<file path="src/rtl/count_share_pkg.sv">
// Shared types, widths and the reference ones-count for the count-sharing arbiter.
package count_share_pkg;

    typedef enum logic {
        EMPTY = 1'b0,
        FULL  = 1'b1
    } slot_state_t;

    localparam int VEC_W = 4;
    localparam int CNT_W = 3;

    function automatic logic [CNT_W-1:0] popcount4(input logic [VEC_W-1:0] v);
        logic [CNT_W-1:0] acc;
        acc = '0;
        for (int i = 0; i < VEC_W; i++) begin
            acc = acc + {2'b00, v[i]};
        end
        return acc;
    endfunction

endpackage

</file>
<file path="src/rtl/count_share_arbiter_counting_signals.sv">
// Shared four-input ones-counter: a two-level adder tree over the signal vector.
module counting_signals
    import count_share_pkg::*;
(
    input  logic [VEC_W-1:0] vec,
    output logic [CNT_W-1:0] count
);

    logic [1:0] sum_ab;
    logic [1:0] sum_cd;

    assign sum_ab = {1'b0, vec[0]} + {1'b0, vec[1]};
    assign sum_cd = {1'b0, vec[2]} + {1'b0, vec[3]};
    assign count  = {1'b0, sum_ab} + {1'b0, sum_cd};

endmodule

</file>
<file path="src/rtl/count_share_arbiter.sv">
// Round-robin arbiter sharing one ones-counter among N_REQ requesters,
// with a single registered response slot that refills without a bubble.
module count_share_arbiter
    import count_share_pkg::*;
#(
    parameter int N_REQ = 4,
    parameter int ID_W  = $clog2(N_REQ)
) (
    input  logic                   clk,
    input  logic                   rst_n,
    input  logic [N_REQ-1:0]       req_valid,
    input  logic [VEC_W*N_REQ-1:0] req_data,
    output logic [N_REQ-1:0]       req_ready,
    output logic                   rsp_valid,
    input  logic                   rsp_ready,
    output logic [ID_W-1:0]        rsp_id,
    output logic [CNT_W-1:0]       rsp_count
);

    slot_state_t      state;
    slot_state_t      state_nxt;
    logic [ID_W-1:0]  ptr;
    logic [ID_W-1:0]  ptr_nxt;
    logic [ID_W-1:0]  cand;
    logic [ID_W-1:0]  gnt_idx;
    logic             found;
    logic             can_accept;
    logic             accept;
    logic [VEC_W-1:0] sel_vec_p0;
    logic [CNT_W-1:0] count_p0;
    logic [CNT_W-1:0] count_p1;
    logic [ID_W-1:0]  id_p1;

    // Rotating-priority search: first valid requester at or above ptr, with wrap.
    always_comb begin
        found   = 1'b0;
        gnt_idx = '0;
        cand    = '0;
        for (int k = 0; k < N_REQ; k++) begin
            cand = ID_W'((int'(ptr) + k) % N_REQ);
            if (!found && req_valid[cand]) begin
                found   = 1'b1;
                gnt_idx = cand;
            end
        end
    end

    assign ptr_nxt = (gnt_idx == ID_W'(N_REQ - 1)) ? '0 : gnt_idx + 1'b1;

    always_comb begin
        state_nxt  = state;
        can_accept = (state == EMPTY) || rsp_ready;
        accept     = rst_n && can_accept && found;
        req_ready  = '0;
        if (accept) begin
            req_ready = N_REQ'(1) << gnt_idx;
        end
        case (state)
            EMPTY:   if (accept) state_nxt = FULL;
            FULL:    if (rsp_ready && !accept) state_nxt = EMPTY;
            default: state_nxt = EMPTY;
        endcase
    end

    always_comb begin
        sel_vec_p0 = '0;
        for (int i = 0; i < N_REQ; i++) begin
            if (gnt_idx == ID_W'(i)) begin
                sel_vec_p0 = req_data[i*VEC_W +: VEC_W];
            end
        end
    end

    counting_signals u_counting_signals (
        .vec   (sel_vec_p0),
        .count (count_p0)
    );

    // p0 -> p1: the granted result lands in the response slot on accept.
    always_ff @(posedge clk) begin
        if (!rst_n) begin
            state    <= EMPTY;
            ptr      <= '0;
            id_p1    <= '0;
            count_p1 <= '0;
        end else begin
            state <= state_nxt;
            if (accept) begin
                ptr      <= ptr_nxt;
                id_p1    <= gnt_idx;
                count_p1 <= count_p0;
            end
        end
    end

    assign rsp_valid = (state == FULL);
    assign rsp_id    = id_p1;
    assign rsp_count = count_p1;

endmodule

</file>
<file path="config.mk">
export PLATFORM = sky130hd
export DESIGN_NAME = count_share_arbiter
export DESIGN_NICKNAME = d
export VERILOG_FILES = /design/src/rtl/count_share_pkg.sv /design/src/rtl/count_share_arbiter_counting_signals.sv /design/src/rtl/count_share_arbiter.sv
export SDC_FILE = /design/constraint.sdc
export NUM_CORES = 1
export LEC_CHECK = 0
export ABC_AREA = 1
export ABC_CLOCK_PERIOD_IN_PS = 3450
export CAP_MARGIN = 20
export CORE_AREA = 5 5 56 58
export DETAILED_ROUTE_END_ITERATION = 12
export DIE_AREA = 0 0 61 63
export GPL_ROUTABILITY_DRIVEN = 0
export SYNTH_ARGS = -nofsm -noshare
export SYNTH_HDL_FRONTEND = slang
export SYNTH_SLANG_ARGS = --single-unit
</file>
<file path="constraint.sdc">
create_clock -name clk -period 3.45 [get_ports clk]
set_clock_uncertainty 0.05 [all_clocks]
set_input_delay 0.345 -clock clk [delete_from_list [all_inputs] [get_ports clk]]
set_output_delay 0.345 -clock clk [all_outputs]
set_load 0.05 [all_outputs]
</file>
======== Word level (Yosys, flattened, before mapping) ========
Cells that the tools add are included.
operators by class
  bitwise gates (word level) .............. 1
  shifts and indexed selects .............. 1
  add/sub/neg operators ................... 7
  magnitude comparators ................... 4
  reductions and logical operators ........ 12
  mux-type cells .......................... 25
  equal/unequal tests ..................... 3
operators with widths
  cell                                                                   count
  4-bit two-way mux                                                      5
  2-bit by 3-bit < comparator with 1-bit output, second input constant   4
  1-bit two-way mux                                                      10
  2-bit two-way mux                                                      5
  1-bit binary-select mux with 2-bit select                              4
  1-bit logical AND                                                      6
  1-bit by 1-bit adder with 2-bit output                                 2
  2-bit by 1-bit adder with 2-bit output, second input constant          2
  2-bit adder, second input constant                                     2
  2-bit equality test, second input constant                             2
  1-bit logical NOT                                                      4
  1-bit by 2-bit left shift with 4-bit output, first input constant      1
  2-bit by 2-bit adder with 3-bit output                                 1
  2-bit by 1-bit equality test with 1-bit output, second input constant  1
  2-bit logical NOT                                                      1
  1-bit case mux with 2 select lines                                     1
  1-bit logical OR                                                       1
  1-bit NOT                                                              1
storage, ports and cells
  bits of input ports ..................... 23
  output and inout bits ................... 10
  word-level logic and storage cells ...... 57
  register bits ........................... 8

======== Logic depth before layout (Yosys ltp) ========
  depth in word-level cells ............... 19
  depth in mapped cells ................... 21
  mapped depth without buffers ............ 21

======== By module ========
From an unflattened synthesis, not the netlist that was laid out.
unflattened totals
  cell total of the unflattened synthesis .. 147
  area, all modules ....................... 870.8 um^2
by module, submodules not included
  module               cells each  sequential area each (um^2)  area an instance (um^2)  times used
  count_share_arbiter  139         160.2                        807.0                    1
  counting_signals     8           0.0                          63.8                     1

======== Worst setup path before layout ========
Ideal clock, no wire load.
  path kind ............................... register to register
  from .................................... register ptr[0]
  to ...................................... register count_p1[1] (netlist: rsp_count[1])
  period minus slack after synthesis ...... 3.028 ns
  setup slack ............................. 0.422 ns
  setup time .............................. 0.116 ns
  cell stages (with the launch flop) ...... 20
  data required time ...................... 3.284 ns
  buffers on the path ..................... 1
  arrival ................................. 2.863 ns
  path through ............................ dfxtp_1 -> buf_6 -> nand2_2 -> nand3_1 -> nand2_2 -> nor2_4 -> nand3_4 -> nand3_1 -> inv_1 -> ha_1 -> inv_1 -> nand3_1 -> nand2_1 -> o21ai_0 -> a21oi_1 -> fa_1 -> ha_1 -> ha_1 -> nand2_1 -> nand2_1
on the way
  longest elaborated chain between the ends .. 19
  elaborated cells between the ends (all ways) .. 37
  classes of those cells .................. add/sub (6); eq/ne (3); mux (20); reduce/logical (8)
ends and longest elaborated chain
  element                                                                                          line                                                                                    text
  from (decl)                                                                                      count_share_arbiter.sv:22                                                               logic [ID_W-1:0] ptr;
  from (signal assigned)                                                                           count_share_arbiter.sv:89                                                               ptr <= ptr_nxt;
  parallel branches: the longest is 11 deep, another holds 2-bit by 1-bit adder with 2-bit output  -
  2-bit two-way mux (*)                                                                            count_share_arbiter.sv:41                                                               if (!found && req_valid[cand]) begin
  net gnt_idx[0]                                                                                   count_share_arbiter.sv:25                                                               logic [ID_W-1:0] gnt_idx;
  2-bit logical NOT                                                                                count_share_arbiter.sv:68                                                               if (gnt_idx == ID_W'(i)) begin
  4-bit two-way mux (3 in series)                                                                  count_share_arbiter.sv:68
  4-bit two-way mux (*)                                                                            count_share_arbiter.sv:68
  1-bit by 1-bit adder with 2-bit output, on equally long branches                                 count_share_arbiter_counting_signals.sv:12, count_share_arbiter_counting_signals.sv:13
  2-bit by 2-bit adder with 3-bit output (*)                                                       count_share_arbiter_counting_signals.sv:14                                              assign count = {1'b0, sum_ab} + {1'b0, sum_cd};
  net count_p0[1]                                                                                  count_share_arbiter.sv:30                                                               logic [CNT_W-1:0] count_p0;
  to (signal assigned)                                                                             count_share_arbiter.sv:91                                                               count_p1 <= count_p0;
  to (decl)                                                                                        count_share_arbiter.sv:31                                                               logic [CNT_W-1:0] count_p1;
Mark *: on every way through the listed nets, which the timed path passes. The select of a mux whose other input is x is not followed.
A chain may end at the register's enable or synchronous reset.

======== Worst setup path in the final report ========
  from .................................... input port req_valid[0]
  to ...................................... register count_p1[1] (netlist: rsp_count[1])
on the way
  longest elaborated chain between the ends .. 19
  elaborated cells between the ends (all ways) .. 34
  classes of those cells .................. add/sub (3); eq/ne (3); mux (20); reduce/logical (8)
ends and longest elaborated chain
  element                                                           line                                                                                    text
  from (decl)                                                       count_share_arbiter.sv:11                                                               input logic [N_REQ-1:0] req_valid,
  1-bit binary-select mux with 2-bit select                         count_share_arbiter.sv:41
  1-bit two-way mux (implied by the code)                           count_share_arbiter.sv:41
  1-bit two-way mux                                                 count_share_arbiter.sv:41
  1-bit logical NOT                                                 count_share_arbiter.sv:41
  1-bit logical AND                                                 count_share_arbiter.sv:41
  1-bit two-way mux                                                 count_share_arbiter.sv:41
  1-bit logical NOT                                                 count_share_arbiter.sv:41
  1-bit logical AND                                                 count_share_arbiter.sv:41
  [2 not listed]                                                    -
  1-bit logical AND                                                 count_share_arbiter.sv:41
  2-bit two-way mux (*)                                             count_share_arbiter.sv:41
  2-bit logical NOT                                                 count_share_arbiter.sv:68
  4-bit two-way mux (3 in series)                                   count_share_arbiter.sv:68
  4-bit two-way mux (*)                                             count_share_arbiter.sv:68
  1-bit by 1-bit adder with 2-bit output, on equally long branches  count_share_arbiter_counting_signals.sv:12, count_share_arbiter_counting_signals.sv:13
  2-bit by 2-bit adder with 3-bit output (*)                        count_share_arbiter_counting_signals.sv:14
  net count_p0[1]                                                   count_share_arbiter.sv:30
Mark *: on every way through the listed nets, which the timed path passes. The rest lies on a longest branch. The select of a mux whose other input is x is not followed.

==> flow_summary.json <==
{
  "n_antenna_cell": 0,
  "slowest_stage": "fa_1",
  "synth_area_sq_um": 852.1,
  "r2r_start": "ptr[0]$_SDFFE_PN0P_",
  "startpoint": "req_valid[0]",
  "period_minus_slack_ns": 3.336,
  "ys_seq_area_share_pct": 18.80,
  "cpMostUsedCell": "nand2_1",
  "synth_common_cells": "51 x nand2_1, 16 x inv_1, 15 x nand3_1",
  "clock-sinks": 8,
  "slew_headroom_pct": 66.08,
  "yosysTopAreaCellShare_pct": 22.47,
  "via_per_inst": 4.542,
  "critical_path_required_ns": 3.55,
  "fmax_mhz": 299.8,
  "rows": 19,
  "synthesis.nets": 171,
  "wire_per_inst_um": 11.27,
  "dieWidth_um": 61,
  "syn_avg_cell_area_sq_um": 6.043,
  "drc_errors": 0,
  "fillers": 275,
  "num_vias": 963,
  "root_buffer": "clkbuf_4",
  "worstPathCellList": "clkdlybuf4s50_1 > inv_1 > nand2_1 > nand2_1 > o21ai_2 > inv_2 > nand3b_1 > nand3_2 > nand2_2 > ha_4 > inv_2 > buf_4 > o211ai_1 > a21oi_2 > fa_1 > ha_1 > ha_1 > nand2_1 > nand2_1",
  "syn_inst": 141,
  "hold_path.class": "flip-flop to flip-flop",
  "yosys.cell_count.top_type": "nand2_1",
  "coreArea_sq_um": 2615,
  "finalHoldViolCount": 0,
  "dieArea_sq_um": 3843,
  "dp_slack_ns": -0.1169,
  "dp.cells": 207,
  "crit_end": "rsp_count[1]$_SDFFE_PN0P_",
  "synth_warnings": 0,
  "grt_pass1_vias": 884,
  "finalMaxSlewViolations": 0,
  "drv_cap": 0,
  "grt_overflow": 0,
  "final_cells": 212,
  "first_pass_iters": 4,
  "final_nets": 213,
  "layout_setup_ws_ns": 0.1141,
  "drt-total-wl_um": 2389,
  "critPathCaptureType": "flip-flop",
  "holdWs_ns": 0.4103,
  "synth-async-reset-ratio_pct": 0,
  "reg2reg_slack_ns": 0.24,
  "path_clk_slew_ns": 0.05,
  "critical_path_class": "primary input to flip-flop",
  "rr_endpoint": "rsp_count[1]$_SDFFE_PN0P_",
  "rr_worst_depth": 18,
  "slowest_delay_ns": 0.49,
  "worstSkewPairLatency_ns": 0.25,
  "die_height_um": 63,
  "worstSetupStartpointType": "primary input",
  "synth_ff_type": "dfxtp_1",
  "ant_nets": 0,
  "cts_made_buffers": 3,
  "cts_tree": "done",
  "status": "complete, no violations",
  "regArea_sq_um": 165.2,
  "critPathMaxFanout": 4,
  "grt_usage_pct": 12.22,
  "grt_pass1_wl_um": 3677,
  "fin_crit_sh_pct": 96.69,
  "antenna_found_initial": 0,
  "initial_core_util_pct": 32.58,
  "syn_to_final_growth_pct": 56.68,
  "finalSetupViolations": 0,
  "io_pins": 33,
  "hpwl_um": 1802,
  "yosys.area.top_type": "nand2_1",
  "p_leak_nw": 0.6613,
  "power_density_nw_per_um2": 1118,
  "synth_edf_count": 0,
  "drive_gt1_share_pct": 26.52,
  "clockBufferDepth": 2,
  "multi_input_area_sq_um": 654.4,
  "ir_drop_mv": 0.6889,
  "synthTopCellsByArea": "nand2_1 22%, dfxtp_1 19%, ha_1 8.8%, nand3_1 8.8%, inv_1 7.0%",
  "cts-htree-levels": 1,
  "grt_max_degree": 13,
  "io_buffers": 32,
  "ys_seq_elements": 8,
  "tightest_slew_ns": 0.5073,
  "first_iter_violations": 44,
  "synth.distinct_cells": 21,
  "arrival_ns": 3.43
}
[power by group]
part           switching (mW)  internal, mW
Clock                  0.0322        0.0398
Sequential             0.0241         0.132
Combinational           0.745         0.520
Total                   0.801         0.691
[state kept, by name, summed over array words and instances (netlist names)]
register   count
ptr            2
rsp_id         2
rsp_valid      1
rsp_count      3
[layer usage]
metal	share of wire, %	vias up	track usage (%)
li1	-	525	-
met1	43	411	15.24
met2	49	27	19.79
met3	8.2	0	3.306
met4	0	0	4.065
met5	0	-	0
[critical path: cells and delay by family]
kind | cells | cell delay, ns
compound gates | 3 | 0.57
buf+inv | 5 | 0.79
fa+ha+maj | 4 | 1.13
simple gates | 7 | 0.61
[kinds of logic after synthesis]
| logic type | Yosys count | share of synthesized area [%] |
|---|---|---|
| buffers and inverters | 22 | 12.04 |
| flip-flops | 8 | 18.80 |
| adder cells (fa/ha/maj) | 7 | 11.16 |
| AND/OR/NAND/NOR | 88 | 47.14 |
| AO/OA/AOI/OAI | 16 | 10.87 |
[through the flow]
step / util, % / cell area [sq um] / TNS (ns) / power [mW]
finish: 51.05 / 1335 / 0 / 1.493
detailed placement: 46.94 / 1227 / -0.1400 / 1.267
floorplan: - / 852.1 / 0 / 0.9565
global placement: 46.94 / 1227 / -0.05472 / 1.249
CTS: 47.80 / 1250 / 0 / 1.347
global route: 51.05 / 1335 / -0.09005 / 1.678
[final cells by class]
cell class              instances  share of cell area, %
multi-input cells             111                  49.02
repair buffers                 40                  28.68
flip-flops and latches          8                  12.37
inverters                      19                  5.342
well taps                      31                  2.905
clock buffers                   3                  1.687
[worst min-delay path by stage]
stage	slack, ns	endpoint	cells past startpoint	start
after floorplan	0.44	ptr[1]$_SDFFE_PN0P_	2	ptr[1]$_SDFFE_PN0P_
after global placement	0.40	rsp_count[0]$_SDFFE_PN0P_	2	rsp_count[0]$_SDFFE_PN0P_
after detailed placement	0.41	rsp_count[1]$_SDFFE_PN0P_	2	rsp_count[1]$_SDFFE_PN0P_
after CTS	0.42	rsp_count[1]$_SDFFE_PN0P_	2	rsp_count[1]$_SDFFE_PN0P_
after global routing	0.43	rsp_count[1]$_SDFFE_PN0P_	2	rsp_count[1]$_SDFFE_PN0P_
final	0.41	rsp_count[1]$_SDFFE_PN0P_	2	rsp_count[1]$_SDFFE_PN0P_
[layout by cell type (no fill, tap or decap), types with 6 or more instances in the layout]
cell type	Yosys	final
nand2_2	7	9
inv_2	3	9
a21oi_1	9	7
inv_1	16	10
dfxtp_1	8	6
nand2_1	51	49
buf_4	0	11
nor2_1	10	10
clkdlybuf4s50_1	0	28
nand3_1	15	12
[repair_timing]
action / 4_1_cts / 5_1_grt
buffers inserted: 0 / 2
hold buffers: 0 / 0
endpoints found under the setup margin: 0 / 2
resized for setup: 0 / 22
No activity file was read; power rests on OpenSTA's default activity.
